**config.mk**
```make
export PLATFORM = sky130hd
export DESIGN_NAME = dcache_ecc_scrubber
export DESIGN_NICKNAME = d
export VERILOG_FILES = /design/src/rtl/std_cache_pkg.sv /design/src/rtl/scrub_way_sel.sv /design/src/rtl/dcache_ecc_scrubber.sv
export SDC_FILE = /design/constraint.sdc
export NUM_CORES = 2
export LEC_CHECK = 0
export BUFFER_PORTS_ARGS = -buffer_cell sky130_fd_sc_hd__buf_2
export CAP_MARGIN = 25
export CORE_AREA = 2 2 573 575
export DETAILED_ROUTE_END_ITERATION = 8
export DIE_AREA = 0 0 575 577
export PLACE_DENSITY = 0.36
export SYNTH_ARGS = -nofsm -noshare
export SYNTH_HDL_FRONTEND = slang
export SYNTH_SLANG_ARGS = --single-unit
```
**constraint.sdc**
```tcl
create_clock -name clk_i -period 42.2 [get_ports clk_i]
set_input_delay 8.44 -clock clk_i [delete_from_list [all_inputs] [get_ports clk_i]]
set_output_delay 8.44 -clock clk_i [all_outputs]
set_load 0.02 [all_outputs]
```
**src/rtl/std_cache_pkg.sv**
```systemverilog
// Shared types and constants for the data-cache ECC patrol scrubber.
// Per-byte decoder flag layout: two bits per byte, way-major ordering.
package std_cache_pkg;

    typedef enum logic [2:0] {
        IDLE,
        RD_REQ,
        RD_CHK,
        WB_REQ,
        NEXT
    } scrub_state_e;

    localparam int ERR_CE_BIT  = 0;
    localparam int ERR_UCE_BIT = 1;
    localparam int ERR_FLAG_W  = 2;

endpackage

```
**src/rtl/scrub_way_sel.sv**
```systemverilog
// Lowest-set-bit one-hot picker across cache ways.
module scrub_way_sel #(
    parameter int WAYS = 8
) (
    input  logic [WAYS-1:0] mask,
    output logic [WAYS-1:0] onehot
);

    // seen[i] is set when any lower-numbered way is already requesting
    logic [WAYS:0] seen;

    assign seen[0] = 1'b0;

    generate
        for (genvar gi = 0; gi < WAYS; gi++) begin : g_pick
            assign onehot[gi]   = mask[gi] & ~seen[gi];
            assign seen[gi + 1] = seen[gi] | mask[gi];
        end
    endgenerate

endmodule

```
**src/rtl/dcache_ecc_scrubber.sv**
```systemverilog
// Background patrol scrubber for the ECC-protected dcache data SRAMs.
// Define DCACHE_ECC_SCRUB_STATS_EN to keep error counters and last-error registers.
module dcache_ecc_scrubber #(
    parameter int DCACHE_SET_ASSOC = 8,
    parameter int INDEX_WIDTH      = 8,
    parameter int LINE_WIDTH       = 128,
    parameter int NBYTES           = (LINE_WIDTH + 7) / 8,
    parameter int SCRUB_INTERVAL   = 1024,
    parameter int CNT_WIDTH        = 16
) (
    input  logic                                    clk_i,
    input  logic                                    rst_i,
    input  logic                                    enable_i,
    output logic [DCACHE_SET_ASSOC-1:0]             req_o,
    input  logic                                    gnt_i,
    output logic [INDEX_WIDTH-1:0]                  addr_o,
    output logic                                    we_o,
    output logic [LINE_WIDTH-1:0]                   wdata_o,
    input  logic [DCACHE_SET_ASSOC*LINE_WIDTH-1:0]  rdata_i,
    input  logic [DCACHE_SET_ASSOC*NBYTES*2-1:0]    err_i,
    input  logic                                    conflict_i,
    output logic                                    ce_o,
    output logic                                    uce_o,
    output logic [DCACHE_SET_ASSOC-1:0]             err_way_o,
    output logic [INDEX_WIDTH-1:0]                  err_index_o,
    output logic [CNT_WIDTH-1:0]                    ce_cnt_o,
    output logic [CNT_WIDTH-1:0]                    uce_cnt_o
);

    import std_cache_pkg::*;

    localparam int IW = (SCRUB_INTERVAL > 1) ? $clog2(SCRUB_INTERVAL) : 1;
    localparam logic [IW-1:0] INTERVAL_LAST = IW'(SCRUB_INTERVAL - 1);

    scrub_state_e                state_reg, state_next;
    logic [INDEX_WIDTH-1:0]      index_reg, index_next;
    logic [IW-1:0]               interval_reg, interval_next;
    logic [DCACHE_SET_ASSOC-1:0] ce_mask_reg, ce_mask_next;
    logic [LINE_WIDTH-1:0]       line_reg [DCACHE_SET_ASSOC];
    logic                        capture_en;
    logic                        ce_pulse_reg, uce_pulse_reg;
    logic                        rep_ce, rep_uce;
    logic [DCACHE_SET_ASSOC-1:0] rd_ce_mask, rd_uce_mask, wb_onehot;
    logic [LINE_WIDTH-1:0]       wb_line;

    // A way is correctable only if some byte was fixed and no byte is beyond repair
    generate
        for (genvar gi = 0; gi < DCACHE_SET_ASSOC; gi++) begin : g_way_flags
            logic any_ce, any_uce;
            always_comb begin
                any_ce  = 1'b0;
                any_uce = 1'b0;
                for (int b = 0; b < NBYTES; b++) begin
                    any_ce  = any_ce  | err_i[(gi*NBYTES + b)*ERR_FLAG_W + ERR_CE_BIT];
                    any_uce = any_uce | err_i[(gi*NBYTES + b)*ERR_FLAG_W + ERR_UCE_BIT];
                end
            end
            assign rd_ce_mask[gi]  = any_ce & ~any_uce;
            assign rd_uce_mask[gi] = any_uce;
        end
    endgenerate

    scrub_way_sel #(.WAYS(DCACHE_SET_ASSOC)) u_wb_sel (
        .mask   (ce_mask_reg),
        .onehot (wb_onehot)
    );

    always_comb begin
        wb_line = '0;
        for (int w = 0; w < DCACHE_SET_ASSOC; w++) begin
            if (wb_onehot[w]) begin
                wb_line = wb_line | line_reg[w];
            end
        end
    end

    always_comb begin
        req_o   = '0;
        we_o    = 1'b0;
        wdata_o = '0;
        case (state_reg)
            RD_REQ: req_o = '1;
            WB_REQ: begin
                req_o   = wb_onehot;
                we_o    = 1'b1;
                wdata_o = wb_line;
            end
            default: ;
        endcase
    end

    assign addr_o = index_reg;
    assign ce_o   = ce_pulse_reg;
    assign uce_o  = uce_pulse_reg;

    always_comb begin
        state_next    = state_reg;
        index_next    = index_reg;
        interval_next = interval_reg;
        ce_mask_next  = ce_mask_reg;
        capture_en    = 1'b0;
        rep_ce        = 1'b0;
        rep_uce       = 1'b0;
        case (state_reg)
            IDLE: begin
                if (!enable_i) begin
                    interval_next = '0;
                end else if (interval_reg == INTERVAL_LAST) begin
                    interval_next = '0;
                    state_next    = RD_REQ;
                end else begin
                    interval_next = interval_reg + 1'b1;
                end
            end
            RD_REQ: begin
                if (gnt_i) begin
                    state_next = RD_CHK;
                end
            end
            RD_CHK: begin
                if (conflict_i) begin
                    // Line changed underneath us: the read is stale, fetch again
                    ce_mask_next = '0;
                    state_next   = RD_REQ;
                end else begin
                    capture_en   = 1'b1;
                    rep_uce      = |rd_uce_mask;
                    ce_mask_next = rd_ce_mask;
                    state_next   = (|rd_ce_mask) ? WB_REQ : NEXT;
                end
            end
            WB_REQ: begin
                if (gnt_i) begin
                    rep_ce       = 1'b1;
                    ce_mask_next = ce_mask_reg & ~wb_onehot;
                    if ((ce_mask_reg & ~wb_onehot) == '0) begin
                        state_next = NEXT;
                    end
                end else if (conflict_i) begin
                    ce_mask_next = '0;
                    state_next   = RD_REQ;
                end
            end
            NEXT: begin
                index_next = index_reg + 1'b1;
                state_next = IDLE;
            end
            default: state_next = IDLE;
        endcase
    end

    always_ff @(posedge clk_i or posedge rst_i) begin
        if (rst_i) begin
            state_reg     <= IDLE;
            index_reg     <= '0;
            interval_reg  <= '0;
            ce_mask_reg   <= '0;
            ce_pulse_reg  <= 1'b0;
            uce_pulse_reg <= 1'b0;
        end else begin
            state_reg     <= state_next;
            index_reg     <= index_next;
            interval_reg  <= interval_next;
            ce_mask_reg   <= ce_mask_next;
            ce_pulse_reg  <= rep_ce;
            uce_pulse_reg <= rep_uce;
        end
    end

    always_ff @(posedge clk_i or posedge rst_i) begin
        if (rst_i) begin
            for (int w = 0; w < DCACHE_SET_ASSOC; w++) begin
                line_reg[w] <= '0;
            end
        end else if (capture_en) begin
            for (int w = 0; w < DCACHE_SET_ASSOC; w++) begin
                line_reg[w] <= rdata_i[w*LINE_WIDTH +: LINE_WIDTH];
            end
        end
    end

`ifdef DCACHE_ECC_SCRUB_STATS_EN
    logic [DCACHE_SET_ASSOC-1:0] uce_onehot;
    logic [DCACHE_SET_ASSOC-1:0] err_way_reg;
    logic [INDEX_WIDTH-1:0]      err_index_reg;
    logic [CNT_WIDTH-1:0]        ce_cnt_reg, uce_cnt_reg;

    scrub_way_sel #(.WAYS(DCACHE_SET_ASSOC)) u_uce_sel (
        .mask   (rd_uce_mask),
        .onehot (uce_onehot)
    );

    always_ff @(posedge clk_i or posedge rst_i) begin
        if (rst_i) begin
            err_way_reg   <= '0;
            err_index_reg <= '0;
            ce_cnt_reg    <= '0;
            uce_cnt_reg   <= '0;
        end else if (rep_ce) begin
            err_way_reg   <= wb_onehot;
            err_index_reg <= index_reg;
            if (ce_cnt_reg != '1) begin
                ce_cnt_reg <= ce_cnt_reg + 1'b1;
            end
        end else if (rep_uce) begin
            err_way_reg   <= uce_onehot;
            err_index_reg <= index_reg;
            if (uce_cnt_reg != '1) begin
                uce_cnt_reg <= uce_cnt_reg + 1'b1;
            end
        end
    end

    assign err_way_o   = err_way_reg;
    assign err_index_o = err_index_reg;
    assign ce_cnt_o    = ce_cnt_reg;
    assign uce_cnt_o   = uce_cnt_reg;
`else
    assign err_way_o   = '0;
    assign err_index_o = '0;
    assign ce_cnt_o    = '0;
    assign uce_cnt_o   = '0;
`endif

endmodule

```
==> impl_results.md <==
- Status: finished, final reports clean
- Final hold vios: 0
- WHS Endpoint: line_reg[616]$_DFFE_PP0P_
- Antenna viol nets, final: 0
- Nets: between 8k and 9k
- Ranking of synthesized cells by area: dfrtp_1 (56%), nand2_1 (27%), a22oi_1 (2.4%)
- GRT Overall Usage: between 15 and 20%
- Setup Buffers After CTS: 0
- Top-level I/O count: between 1k and 1.5k
- Gr ovfl total: 0
- Post-route cell area: 64000 sq um
- Max reg flops: slightly above 1k
- Power Density: 59.0 nW/um^2
- RSZ-0062 raised after global routing: false
- Crit Reg-Reg Endpoint: line_reg[1022]$_DFFE_PP0P_
- Reg2reg start: state_reg[1]$_DFFE_PP0P_
- WL final: 263 mm
- Most used DFF post-synth: dfrtp_1
- Die span in y: 577 um
- P&R area growth vs syn: 35.0%
- Worst hold slack: 0.470 ns
- Period minus WS final: 13.30 ns
- CP Cell Sequence: or4_4 -> nor2_2 -> and2_4 -> buf_4 -> buf_4 -> buf_4 -> a22oi_1 -> a31oi_1 -> buf_2
- Placed Area: 59000 sq um
- WP buf/inv: 4
- Clock tree sinks: around 1.1k
- Number of H-tree levels: 4
- Vias in the first global route: 47.4k
- DRT Pass-1 Iters: 5
- First-pass GRT wire length: 365 mm
- Initial Utilization: 14.6%
- Most used cell, CP: buf_4
- DR WL/cell: 22.5 um
- Pleak: 32.1 nW
- Critical Path RT: about 34 ns
- Hold Startpoint: line_reg[616]$_DFFE_PP0P_
- Crit path largest cell delay: around 0.66 ns
- Family with the most delay on the worst path: buffers and inverters
- Clk pin slew, worst setup/hold paths: 0.05 ns
- Die W: 575 um
- CTS tree: built
- Core footprint: 326000 sq um
- GRT busiest layer: met2
- Gpl congestion: 0.882
- R2r setup slk: 37.12 ns
- Post-synthesis instance total: just under 6k
- Largest net degree at the start of global routing: around 230
- R2R depth: 9
- Critical path type: register to primary output
- Most frequent cells in the layout: nand2_1 (3426), buf_2 (1431), dfrtp_1 (1052)
- Post_cts resized: 0
- Die area: 332000 sq um
- Antenna violations before repair: 200
- First DRT Iteration DRCs: 2976
- Hold depth: 2
- Post-synth EDFFs: 0
- Fin. max-slew vios: 0
- Worst slew pin tran: 1.30 ns
- Clock root buffer: clkbuf_16
- Register bit total from synthesis: roughly 1.1k
- DRC viols: 0
- Post-synthesis sequential area ratio: 55.7%
- Ys Warns: 0
- Max VDD drop: 0.0276 mV
- Worst path slowest cell: dfrtp_4
- Setup TNS Final: 0 ns
- Dpl hpwl: 200 mm
- TritonCTS Buffers: 149
- Worst-path maximum fanout: 31
- Clock skew: 0.0525 ns
- Achievable Freq: 75.2 MHz
- Synth cell types: 53
- Mapped Area: 47400 sq um
- GRT met3 Usage: about 4.2%
- Max-Cap Viols: 0
- Most area-hungry cell type in the Yosys netlist: dfrtp_1
- Crit path arrival time: between 4 and 5 ns
- Row count: 210
- Post-synth ARST share: 100%
- Ratio of cells with drive above 1 in the final layout: 25.0%
- Clock Path Buffers: 4
- CP Launch Type: register
- Post-synth top area share: a little under three fifths
- Min-Delay Path Class: register to register
- PortBufs: 1431
- Final setup fails: 0
- Most common cell after layout, fill and taps aside: nand2_1
- Worst-skew pair later-pin latency: 0.81 ns
- Avg Inst Size Synth: approximately 8.1 sq um
- Met1 Use GR: 20.1%
- Vias per cell: 3.96
- Met2 global-route usage: 24.6%
- CP endpoint kind: primary output
- Routed via count: 46.1k
- Max_slew headroom: about an eighth
- Hold_buf cts: 0
- Tcrit/Tclk final: about a third
cell type report:
type	count	area [sq um]
multi-input combinational	4380	19200
timing repair buffer	1523	8000
inverter	8	37.5
antenna	77	193
clock buffer	210	4260
tap	4346	5440
fill	37000	262000
sequential	1055	26400
clock inverter	46	549
power by group:
part / total, mW / switching, mW / internal [mW]
Clock: 1.27 / 0.518 / 0.750
Sequential: 1.73 / 0.276 / 1.45
Combinational: 0.779 / 0.506 / 0.273
Total: 3.78 / 1.30 / 2.48
synthesized netlist by cell type, types with 2 or more instances:
cell type  number
and2_1          3
ha_1            2
nor4_1         66
o31ai_1        12
buf_6          12
nand3b_1        2
nand2b_1        3
buf_2          96
xnor2_1         7
a221oi_1      128
or3_1           3
nor3_1          5
nand3_1         4
o21ai_0       146
nor2_1         71
nor3_2          2
inv_1           8
buf_1          16
a22oi_2        40
and4_1          8
a31oi_1       128
o22ai_1         4
nand4_1        12
clkbuf_1      256
nor3b_1         3
and3_1          9
a22oi_1       150
nand2_1      3426
dfrtp_1      1055
a21oi_1        79
buf_4          52
worst max path at each step:
stage / startpoint / endpoint / slack (ns) / cells past startpoint
6_report: ce_mask_reg[2]$_DFFE_PP0P_ / wdata_o[68] / 28.90 / 9
5_1_grt: ce_mask_reg[1]$_DFFE_PP0P_ / wdata_o[97] / 28.55 / 8
4_1_cts: ce_mask_reg[2]$_DFFE_PP0P_ / wdata_o[68] / 28.66 / 9
3_5_place_dp: conflict_i / line_reg[1022]$_DFFE_PP0P_ / 29.37 / 9
3_3_place_gp: conflict_i / line_reg[246]$_DFFE_PP0P_ / 29.42 / 9
2_1_floorplan: rst_i / addr_o[0]$_DFFE_PP0N_ / 4.06 / 1
through the flow:
stage	power [mW]	setup WS, ns	util (%)	std cells
2_1_floorplan	2.20	4.06	-	5877
4_1_cts	3.85	28.66	19.6	11600
5_1_grt	4.06	28.55	19.6	11600
3_3_place_gp	2.52	29.42	18.1	11300
6_report	3.78	28.90	19.7	11600
3_5_place_dp	2.54	29.37	18.1	11300
cell families (layout without fill, tap and decap cells):
| kind of cell | after synthesis | in the layout | synth area share [%] |
|---|---|---|---|
| other | 1 | 125 | 0.00791 |
| DFF | 1055 | 1055 | 55.7 |
| xor gates and xnor gates | 8 | 8 | 0.148 |
| muxes | 1 | 1 | 0.0237 |
| adders and majority gates | 3 | 3 | 0.0739 |
| and+or+nand+nor | 3624 | 3624 | 29.4 |
| buffers and inverters | 442 | 1787 | 4.38 |
| AOI/OAI and AO/OA | 696 | 696 | 10.3 |
routing by layer:
layer / share of wire, % / vias to the layer above
met4: 2.6 / 88
met5: 0.22 / -
met3: 7.6 / 484
met1: 44 / 22500
li1: - / 21400
met2: 45 / 1580
tightest hold or removal path, delay by kind of cell, from the launching register on:
kind | cells | cell delay (ns)
flops | 1 | 0.33
simple gates | 2 | 0.10
Power figures use the tool's default switching activity.
